<file path="config.mk">
export PLATFORM = sky130hd
export DESIGN_NAME = room_driver
export DESIGN_NICKNAME = d
export VERILOG_FILES = /design/src/rtl/room_pkg.sv /design/src/rtl/button_debounce.sv /design/src/rtl/room_driver.sv
export SDC_FILE = /design/constraint.sdc
export NUM_CORES = 1
export LEC_CHECK = 0
export ABC_CLOCK_PERIOD_IN_PS = 2400
export CORE_MARGIN = 5
export CORE_UTILIZATION = 49
export DETAILED_ROUTE_END_ITERATION = 10
export HOLD_SLACK_MARGIN = 0.05
export PLACE_DENSITY_LB_ADDON = 0.05
export SLEW_MARGIN = 20
export SYNTH_ARGS = -nofsm -noshare
export SYNTH_HDL_FRONTEND = slang
export SYNTH_SLANG_ARGS = --single-unit
</file>
<file path="constraint.sdc">
create_clock -name clk -period 2.4 [get_ports clk]
set_clock_uncertainty 0.15 [all_clocks]
set_input_delay 0.36 -clock clk [delete_from_list [all_inputs] [get_ports clk]]
set_output_delay 0.36 -clock clk [all_outputs]
set_load 0.02 [all_outputs]
</file>
<file path="src/rtl/room_pkg.sv">
// Shared types and constants for the room-adventure move driver.
// Holds the move mask type, driver FSM states and the autopilot route.
package room_pkg;

    // Move mask, bit order {n,s,e,w}; bits may be combined.
    typedef logic [3:0] move_t;

    localparam move_t MV_N = 4'b1000;
    localparam move_t MV_S = 4'b0100;
    localparam move_t MV_E = 4'b0010;
    localparam move_t MV_W = 4'b0001;

    typedef enum logic [1:0] {
        ST_IDLE,
        ST_ISSUE,
        ST_GAP,
        ST_HALT
    } drv_state_t;

    localparam int ROUTE_LEN = 5;
    localparam int IDX_W     = 3;

    // Element 0 is the first move of the route.
    localparam move_t [0:ROUTE_LEN-1] ROUTE =
        {MV_E, MV_S, MV_W, MV_E, MV_S | MV_E};

    // Route lookup; indices past the end return an empty move.
    function automatic move_t route_at(input logic [IDX_W-1:0] i);
        route_at = '0;
        for (int j = 0; j < ROUTE_LEN; j++) begin
            if (i == IDX_W'(j)) begin
                route_at = ROUTE[j];
            end
        end
    endfunction

endpackage

</file>
<file path="src/rtl/button_debounce.sv">
// Two-flop synchronizer plus debounce counter for one raw button.
// Ports: clk, reset (sync, active-high), i_raw (async), o_level (debounced).
module button_debounce #(
    parameter int DEBOUNCE_CYCLES = 4
) (
    input  logic clk,
    input  logic reset,
    input  logic i_raw,
    output logic o_level
);

    localparam int CW = $clog2(DEBOUNCE_CYCLES + 1);

    logic          r_sync1;
    logic          r_sync2;
    logic          r_level;
    logic [CW-1:0] r_cnt;

    // Count consecutive disagreeing samples; any agreeing one restarts.
    always_ff @(posedge clk) begin
        if (reset) begin
            r_sync1 <= 1'b0;
            r_sync2 <= 1'b0;
            r_level <= 1'b0;
            r_cnt   <= '0;
        end else begin
            r_sync1 <= i_raw;
            r_sync2 <= r_sync1;
            if (r_sync2 != r_level) begin
                if (r_cnt == CW'(DEBOUNCE_CYCLES - 1)) begin
                    r_level <= r_sync2;
                    r_cnt   <= '0;
                end else begin
                    r_cnt <= r_cnt + 1'b1;
                end
            end else begin
                r_cnt <= '0;
            end
        end
    end

    assign o_level = r_level;

endmodule

</file>
<file path="src/rtl/room_driver.sv">
// Turns debounced buttons or the autopilot route into one-cycle move strobes.
// Ports: clk, reset, btn_n/s/e/w, auto, sw_in, win_in, d_in -> n,s,e,w,v,busy,done.
module room_driver
    import room_pkg::*;
#(
    parameter int DEBOUNCE_CYCLES = 4,
    parameter int GAP_CYCLES      = 2
) (
    input  logic clk,
    input  logic reset,
    input  logic btn_n,
    input  logic btn_s,
    input  logic btn_e,
    input  logic btn_w,
    input  logic auto,
    input  logic sw_in,
    input  logic win_in,
    input  logic d_in,
    output logic n,
    output logic s,
    output logic e,
    output logic w,
    output logic v,
    output logic busy,
    output logic done
);

    localparam int GW = (GAP_CYCLES > 0) ? $clog2(GAP_CYCLES + 1) : 1;

    logic [3:0]       w_btn;
    logic [3:0]       w_lvl;
    logic [3:0]       w_rise;
    drv_state_t       r_state;
    drv_state_t       w_next;
    move_t            w_load;
    logic             w_clr;
    logic             w_idx_inc;
    logic [3:0]       r_lvl_q;
    move_t            r_pend;
    move_t            r_mv;
    logic [IDX_W-1:0] r_idx;
    logic [GW-1:0]    r_gap;
    logic             r_v;
    logic             r_busy;
    logic             r_done;

    assign w_btn = {btn_n, btn_s, btn_e, btn_w};

    for (genvar g = 0; g < 4; g++) begin : g_db
        button_debounce #(
            .DEBOUNCE_CYCLES(DEBOUNCE_CYCLES)
        ) u_db (
            .clk    (clk),
            .reset  (reset),
            .i_raw  (w_btn[g]),
            .o_level(w_lvl[g])
        );
    end

    assign w_rise = w_lvl & ~r_lvl_q;

    always_comb begin
        w_next    = r_state;
        w_load    = '0;
        w_clr     = 1'b0;
        w_idx_inc = 1'b0;
        unique case (r_state)
            ST_IDLE: begin
                if (!auto && (r_pend != '0)) begin
                    w_next = ST_ISSUE;
                    w_load = r_pend;
                    w_clr  = 1'b1;
                end else if (auto && (r_idx < IDX_W'(ROUTE_LEN))) begin
                    w_next    = ST_ISSUE;
                    w_load    = route_at(r_idx);
                    w_idx_inc = 1'b1;
                end
            end
            ST_ISSUE: begin
                w_next = (GAP_CYCLES == 0) ? ST_IDLE : ST_GAP;
            end
            ST_GAP: begin
                if (r_gap <= GW'(1)) begin
                    w_next = ST_IDLE;
                end
            end
            ST_HALT: begin
                w_next = ST_HALT;
            end
        endcase
        // Game over wins over any move that would start this cycle.
        if (win_in || d_in) begin
            w_next    = ST_HALT;
            w_clr     = 1'b0;
            w_idx_inc = 1'b0;
        end
    end

    always_ff @(posedge clk) begin
        if (reset) begin
            r_state <= ST_IDLE;
            r_lvl_q <= '0;
            r_pend  <= '0;
            r_mv    <= '0;
            r_idx   <= '0;
            r_gap   <= '0;
            r_v     <= 1'b0;
            r_busy  <= 1'b0;
            r_done  <= 1'b0;
        end else begin
            r_state <= w_next;
            r_lvl_q <= w_lvl;
            // Autopilot discards button edges so manual resumes empty.
            if (auto) begin
                r_pend <= '0;
            end else begin
                r_pend <= (w_clr ? move_t'('0) : r_pend) | w_rise;
            end
            r_mv   <= (w_next == ST_ISSUE) ? w_load : move_t'('0);
            r_busy <= (w_next == ST_ISSUE) || (w_next == ST_GAP);
            r_done <= (w_next == ST_HALT);
            if (w_idx_inc) begin
                r_idx <= r_idx + IDX_W'(1);
            end
            if (r_state == ST_ISSUE) begin
                r_gap <= GW'(GAP_CYCLES);
            end else if (r_state == ST_GAP) begin
                r_gap <= r_gap - GW'(1);
            end
            r_v <= r_v | sw_in;
        end
    end

    assign n    = r_mv[3];
    assign s    = r_mv[2];
    assign e    = r_mv[1];
    assign w    = r_mv[0];
    assign v    = r_v;
    assign busy = r_busy;
    assign done = r_done;

endmodule

</file>
==> results of run 1 <==
==> worst paths after layout <==
path	from	endpoint	slack, ns	cells past startpoint
worst max-delay path	r_state[1]	r_mv[1]	0.21	9
worst min-delay path	g_db[3].u_db.r_cnt[0]	g_db[3].u_db.r_cnt[0]	0.28	1
worst max register to register	r_state[1]	r_mv[1]	0.21	9
worst min register to register	g_db[3].u_db.r_cnt[0]	g_db[3].u_db.r_cnt[0]	0.28	1
==> flip-flops by register name, indices dropped and copies added, names as in the netlist <==
signal             cells
busy                   1
done                   1
g_db.u_db.o_level      4
g_db.u_db.r_cnt       12
g_db.u_db.r_sync1      4
g_db.u_db.r_sync2      4
r_gap                  2
r_idx                  3
r_lvl_q                4
r_mv                   4
r_pend                 4
r_state                2
v                      1
==> routing by layer <==
layer  up-vias  GRT usage, %  share of wire [%]
li1        687             -                  -
met1       623         15.99                 46
met3         7         4.571                4.6
met4         0         7.992                2.3
met2        24         23.36                 47
met5         -             0                  0
==> metrics by stage <==
stage | hold WS, ns | power (mW)
floorplan | 0.2490 | 0.9076
global placement | 0.2562 | 0.9519
detailed placement | 0.2704 | 0.9577
CTS | 0.2826 | 1.662
global route | 0.3016 | 1.713
finish | 0.2757 | 1.642
==> synth_stat cells, drive strengths merged, types with 2 or more instances <==
library cell / instances / share of area (%)
a211oi: 4 / 1.6
a21oi: 10 / 2.8
clkbuf: 5 / 1.0
dfxtp: 46 / 48
ha: 21 / 14
inv: 17 / 3.3
mux2i: 5 / 2.8
nand2: 3 / 0.59
nand3b: 2 / 0.78
nor2: 24 / 4.7
nor2b: 17 / 5.6
nor3: 7 / 1.8
nor3b: 2 / 0.78
o21a: 2 / 0.78
or3: 4 / 1.3
xnor2: 5 / 2.3
==> final cells by class <==
cell class	instances	area (um^2)
fill	329	1434
sequential	46	920.9
multi-input combinational	123	904.6
timing repair buffer	20	190.2
clock buffer	6	82.58
inverter	17	63.81
clock inverter	2	60.06
tap	48	60.06
==> power breakdown <==
part           internal, mW  switching, mW  leakage, nW
registers             0.786         0.0169        0.375
logic                0.0677         0.0692        0.457
clock network         0.444          0.258       0.0714
==> cells by family after synthesis <==
family	share of synthesized area, %
buffers and inverters	4.640
AND/OR/NAND/NOR	18.69
flip-flops	48.10
XOR/XNOR	2.287
AO/OA/AOI/OAI	9.150
adder cells (fa/ha/maj)	13.73
multiplexers	3.399
==> worst register-to-register path, cell delays in order (launching register included) <==
cell      delay [ns]
dfxtp_1         0.45
inv_1           0.12
ha_1            0.23
nor2_1          0.13
a21oi_1         0.11
a311oi_1        0.28
ha_1            0.19
nand3b_1        0.16
nand3b_1        0.21
o31ai_1         0.07
==> summary.txt, run 1 <==
Synth
  – Synth Warn #: 0
  – Synth Flop Type: dfxtp_1
  – Cell count after synthesis: 192
  – Post-synth EDFFs: 0
  – Post-Syn Area: 0.001914 mm^2
  – Async set-reset flop share out of synthesis: 0%
  – Mapped Nets: 223
  – Unique masters post-synth: 37
  – Post-Syn Area per Cell: 9.971 um^2
  – Register bit count reported by yosys: 46
  – Seq/Total Area, Yosys: 48.10%

Floorplanning
  – Die ar.: 0.005257 mm^2
  – Die X: 72.51 um
  – Core area: 0.003716 mm^2
  – Num rows: 22
  – Die Height: 72.51 um
  – Initial core utilization: 51.52%
  – IO Count: 17

STA
  – Post-route setup slack: 0.2143 ns
  – Rel. slew slack: 77.69%
  – Slew Viols, Final: 0
  – Min cycle time layout: 2.186 ns
  – RSZ-0062 raised after global routing: no
  – Max Fclk: 457.5 MHz
  – Period utilisation layout: 91.07%
  – Setup_tns: 0 ns
  – Slew @ Worst Pin: 0.3305 ns
  – Hold Fails Final Rpt: 0
  – # setup viols final: 0

Worst setup path
  – CP cell instances: inv_1 > ha_1 > nor2_1 > a21oi_1 > a311oi_1 > ha_1 > nand3b_1 > nand3b_1 > o31ai_1
  – Required time worst endpoint: 2.46 ns
  – Setup CP Type: reg -> reg
  – Crit-path max FO: 7
  – Slowest cell on the critical path: dfxtp_1
  – Crit-path max cell delay: 0.45 ns
  – Arrival time worst endpoint: 2.25 ns
  – Critical path's top delay family: simple AND/OR/NAND/NOR gates
  – Critical Path Start Type: flip-flop
  – Worst setup EP type: flip-flop
  – Critical path buffers and inverters: 1

Cells and area
  – ANT cells: 0
  – Commonest non-fill, non-tap cell in the layout: dfxtp_1
  – Layout cells sized above 1: 7.944%
  – Commonest non-fill, non-tap cells in the layout: dfxtp_1 (46), nor2_1 (24), ha_1 (21)
  – Layout Nets: 244
  – Area Overhead vs Synth: 19.22%
  – Final core utilization: 61.41%
  – Non-filler cells, final: 262
  – Fin area: 0.002282 mm^2

Route
  – Routed Antenna Nets: 0
  – Residual DRC: 0
  – Total Wirelength: 3.209 mm
  – DR WL/cell: 12.25 um
  – Via density: 5.118
  – First-pass detailed-route iteration total: 4
  – Vias: 1341
  – Initial drt markers: 84

Place
  – Placed Area: 0.002140 mm^2
  – Pre-CTS setup slack: 0.03907 ns
  – GP Congestion: 0.8972
  – DP HPWL: 2.366 mm
  – Cell count after placement: 254
  – Port bufs: 16

Clocking
  – Clock sinks: 46
  – Number of H-tree levels: 2
  – Clk buf depth: 2
  – Clock Tree Root: clkbuf_8
  – Worst skew pair latency: 0.30 ns
  – Clock Pin Slew Worst Setup and Hold Paths: 0.08 ns
  – Hold_buf cts: 0
  – Num CTS Buffers: 5
  – Post-CTS Setup Bufs: 0
  – TritonCTS clock tree: done
  – CTS resizes: 0

GRT
  – Grt ovf: 0
  – Number of global-route vias before repair: 1342
  – Largest net degree at the start of global routing: 26
  – First-pass GRT wire length: 5.775 mm
  – Tot GR Track Use: 14.13%
  – Initial antenna violation count: 0

Pwr
  – IR drop worst, VDD: 0.0004943 V
  – Power per cell area: 719.5 mW/mm^2
  – Leakage: 0.9029 nW

Job
  – Max Cap Viol: 0

Min path
  – Min-Delay Path Class: reg -> reg

Outcome
  – Status: completed
Power figures use the tool's default switching activity.
==> run 2: changes to the inputs <==
CORE_ASPECT_RATIO = 0.9   (was default)
==> run 2 against run 1 <==
Effect of this change:
- worst setup slack better by 0.011 ns
- power down 15%
- fmax up 0.50%
- flip-flop and latch count unchanged
- register-to-register slack about the same
- non-clock buffer count unchanged
- clock-buffer cell count down 1
- combinational power about the same
- worst hold slack worse by 0.0053 ns
- first-iteration DRC count down 48%
- utilization down 2.1 points
- critical path type unchanged
- critical endpoint unchanged
==> summary.txt, run 2 (synthesis results as in run 1) <==
Outcome
  – Status: completed (unchanged)

Worst setup path
  – Setup CP Type: reg -> reg (unchanged)
  – Slowest cell on the critical path: dfxtp_1 (unchanged)
  – Arrival time worst endpoint: 2.25 ns (about the same)
  – CP startpoint: r_state[1] (unchanged)
  – Crit-path max FO: 7 (unchanged)
  – CP cell instances: inv_1 > ha_1 > nor2_1 > a21oi_1 > a311oi_1 > ha_1 > nand3b_1 > nand3b_1 > o31ai_1 (unchanged)
  – Worst setup EP type: flip-flop (unchanged)
  – Critical Path Start Type: flip-flop (unchanged)
  – Crit-path max cell delay: 0.46 ns (was 0.45 ns)
  – FF-to-FF path depth: 9 (unchanged)
  – Worst reg2reg path startpoint: r_state[1] (unchanged)
  – Required time worst endpoint: 2.47 ns (was 2.46 ns)

Cells and area
  – Layout Nets: 244 (unchanged)
  – Area Overhead vs Synth: 16.34% (was 19.22%)
  – ANT cells: 0 (unchanged)
  – Commonest non-fill, non-tap cells in the layout: dfxtp_1 (46), nor2_1 (24), ha_1 (21) (unchanged)
  – Layout cells sized above 1: 7.944% (unchanged)
  – Final core utilization: 59.27% (was 61.41%)
  – Largest register FFs: 12 (unchanged)
  – Top reg by flops: g_db.u_db.r_cnt (unchanged)
  – Commonest non-fill, non-tap cell in the layout: dfxtp_1 (unchanged)
  – Fin area: 0.002227 mm^2 (was 0.002282 mm^2)

Pwr
  – Leakage: 0.8756 nW (was 0.9029 nW)
  – Cell Int Power: 1.058 mW (was 1.298 mW)
  – Power per cell area: 628.7 mW/mm^2 (was 719.5 mW/mm^2)
  – Pwr Total: 1.400 mW (was 1.642 mW)
  – Switching Fraction: 24.43% (was 20.97%)
  – Net Switching: 0.3420 mW (was 0.3443 mW)
  – Clk pwr share: 32.8% (was 42.8%)
  – Logic pwr share: 9.9% (was 8.3%)
  – IR drop worst, VDD: 0.0003149 V (was 0.0004943 V)
  – Register share of total power: 57.4% (was 48.9%)

STA
  – Min cycle time layout: 2.175 ns (was 2.186 ns)
  – Hold Fails Final Rpt: 0 (unchanged)
  – Setup_tns: 0 ns (unchanged)
  – Slew @ Worst Pin: 0.3071 ns (was 0.3305 ns)
  – RSZ-0062 raised after global routing: no (unchanged)
  – Period utilisation layout: 90.61% (was 91.07%)
  – Rel. slew slack: 79.12% (was 77.69%)
  – Slew Viols, Final: 0 (unchanged)
  – Max Fclk: 459.8 MHz (was 457.5 MHz)
  – # setup viols final: 0 (unchanged)

Route
  – Routed Antenna Nets: 0 (unchanged)
  – First-pass detailed-route iteration total: 4 (unchanged)
  – Total Wirelength: 3.122 mm (was 3.209 mm)
  – Vias: 1307 (was 1341)
  – Via density: 5.027 (was 5.118)
  – Initial drt markers: 44 (was 84)
  – Residual DRC: 0 (unchanged)
  – DR WL/cell: 12.01 um (was 12.25 um)

Floorplanning
  – Num rows: 21 (was 22)
  – Die X: 75.89 um (was 72.51 um)
  – IO Count: 17 (unchanged)
  – Core area: 0.003757 mm^2 (was 0.003716 mm^2)
  – Die ar.: 0.005258 mm^2 (was 0.005257 mm^2)
  – Die Height: 69.30 um (was 72.51 um)
  – Initial core utilization: 50.95% (was 51.52%)

Clocking
  – Num CTS Buffers: 5 (unchanged)
  – Clock Pin Slew Worst Setup and Hold Paths: 0.09 ns (was 0.08 ns)
  – Clock sinks: 46 (unchanged)
  – Number of H-tree levels: 2 (unchanged)
  – Clk buf depth: 2 (unchanged)
  – TritonCTS clock tree: done (unchanged)
  – Post-CTS Setup Bufs: 0 (unchanged)
  – Worst skew pair latency: 0.30 ns (about the same)
  – Hold_buf cts: 0 (unchanged)
  – CTS resizes: 0 (unchanged)
  – Clock Tree Root: clkbuf_8 (unchanged)

Min path
  – Min-Delay Path Class: reg -> reg (unchanged)
  – Hold depth: 1 (unchanged)
  – Hold Crit Start: g_db[2].u_db.r_cnt[0] (was g_db[3].u_db.r_cnt[0])

GRT
  – Initial antenna violation count: 0 (unchanged)
  – Tot GR Track Use: 13.48% (was 14.13%)
  – First-pass GRT wire length: 5.506 mm (was 5.775 mm)
  – Grt ovf: 0 (unchanged)
  – Largest net degree at the start of global routing: 28 (was 26)
  – Number of global-route vias before repair: 1332 (was 1342)

Job
  – Max Cap Viol: 0 (unchanged)

Place
  – GP Congestion: 0.8504 (was 0.8972)
  – Placed Area: 0.002137 mm^2 (was 0.002140 mm^2)
  – DP HPWL: 2.340 mm (was 2.366 mm)
  – Port bufs: 16 (unchanged)
==> run 2: cell count changes in the layout (fill, tap and decap cells not counted) <==
cell,previous run,this run
bufinv_16,2,0
clkbuf_8,6,5
clkinv_2,0,1
clkinv_4,0,1
clkinvlp_4,0,1
==> run 2: worst max-delay path: cells and delay by family (launching register included) <==
family	cells	cell delay, ns
AO/OA/AOI/OAI	3	0.47
AND/OR/NAND/NOR	3	0.46
buffers and inverters	1	0.12
adder cells (fa/ha/maj)	2	0.43
flip-flops	1	0.46
==> run 2: worst paths after layout <==
check	slack (ns)	end
setup / recovery	0.23	r_mv[1]
hold / removal	0.27	g_db[2].u_db.r_cnt[0]
setup reg to reg	0.23	r_mv[1]
hold reg to reg	0.27	g_db[2].u_db.r_cnt[0]
==> run 2: power by group through the flow <==
| stage | Combinational [mW] | Sequential [mW] | Clock, mW |
|---|---|---|---|
| after floorplan | 0.0844 | 0.823 | 0 |
| after global placement | 0.132 | 0.819 | 0 |
| after detailed placement | 0.138 | 0.821 | 0 |
| after CTS | 0.139 | 0.803 | 0.487 |
| after global routing | 0.154 | 0.806 | 0.507 |
| final | 0.138 | 0.803 | 0.459 |
==> run 2: area by class of cell <==
type                            instances  area, um^2
Clock buffer                            5       68.82
Clock inverter                          3       21.27
Fill cell                             325        1530
Inverter                               17       63.81
Multi-Input combinational cell        123       904.6
Sequential cell                        46       920.9
Tap cell                               46       57.56
Timing Repair Buffer                   20       190.2
==> run 2: layer usage <==
layer | vias to the layer above | wire, um | track usage, %
met5 | - | 0 | 0
met4 | 0 | 48 | 5.243
met3 | 5 | 153 | 5.652
met2 | 20 | 1460 | 21.67
met1 | 594 | 1459 | 15.48
li1 | 688 | - | -
==> run 2: metrics by stage <==
| step | setup WS [ns] | instances | hold slack [ns] |
|---|---|---|---|
| 2_1_floorplan | 0.4150 | 192 | 0.2490 |
| 3_3_place_gp | 0.1135 | 252 | 0.2555 |
| 3_5_place_dp | 0.04751 | 252 | 0.2607 |
| 4_1_cts | 0.2462 | 260 | 0.2740 |
| 5_1_grt | 0.03129 | 260 | 0.2890 |
| 6_report | 0.2253 | 260 | 0.2704 |
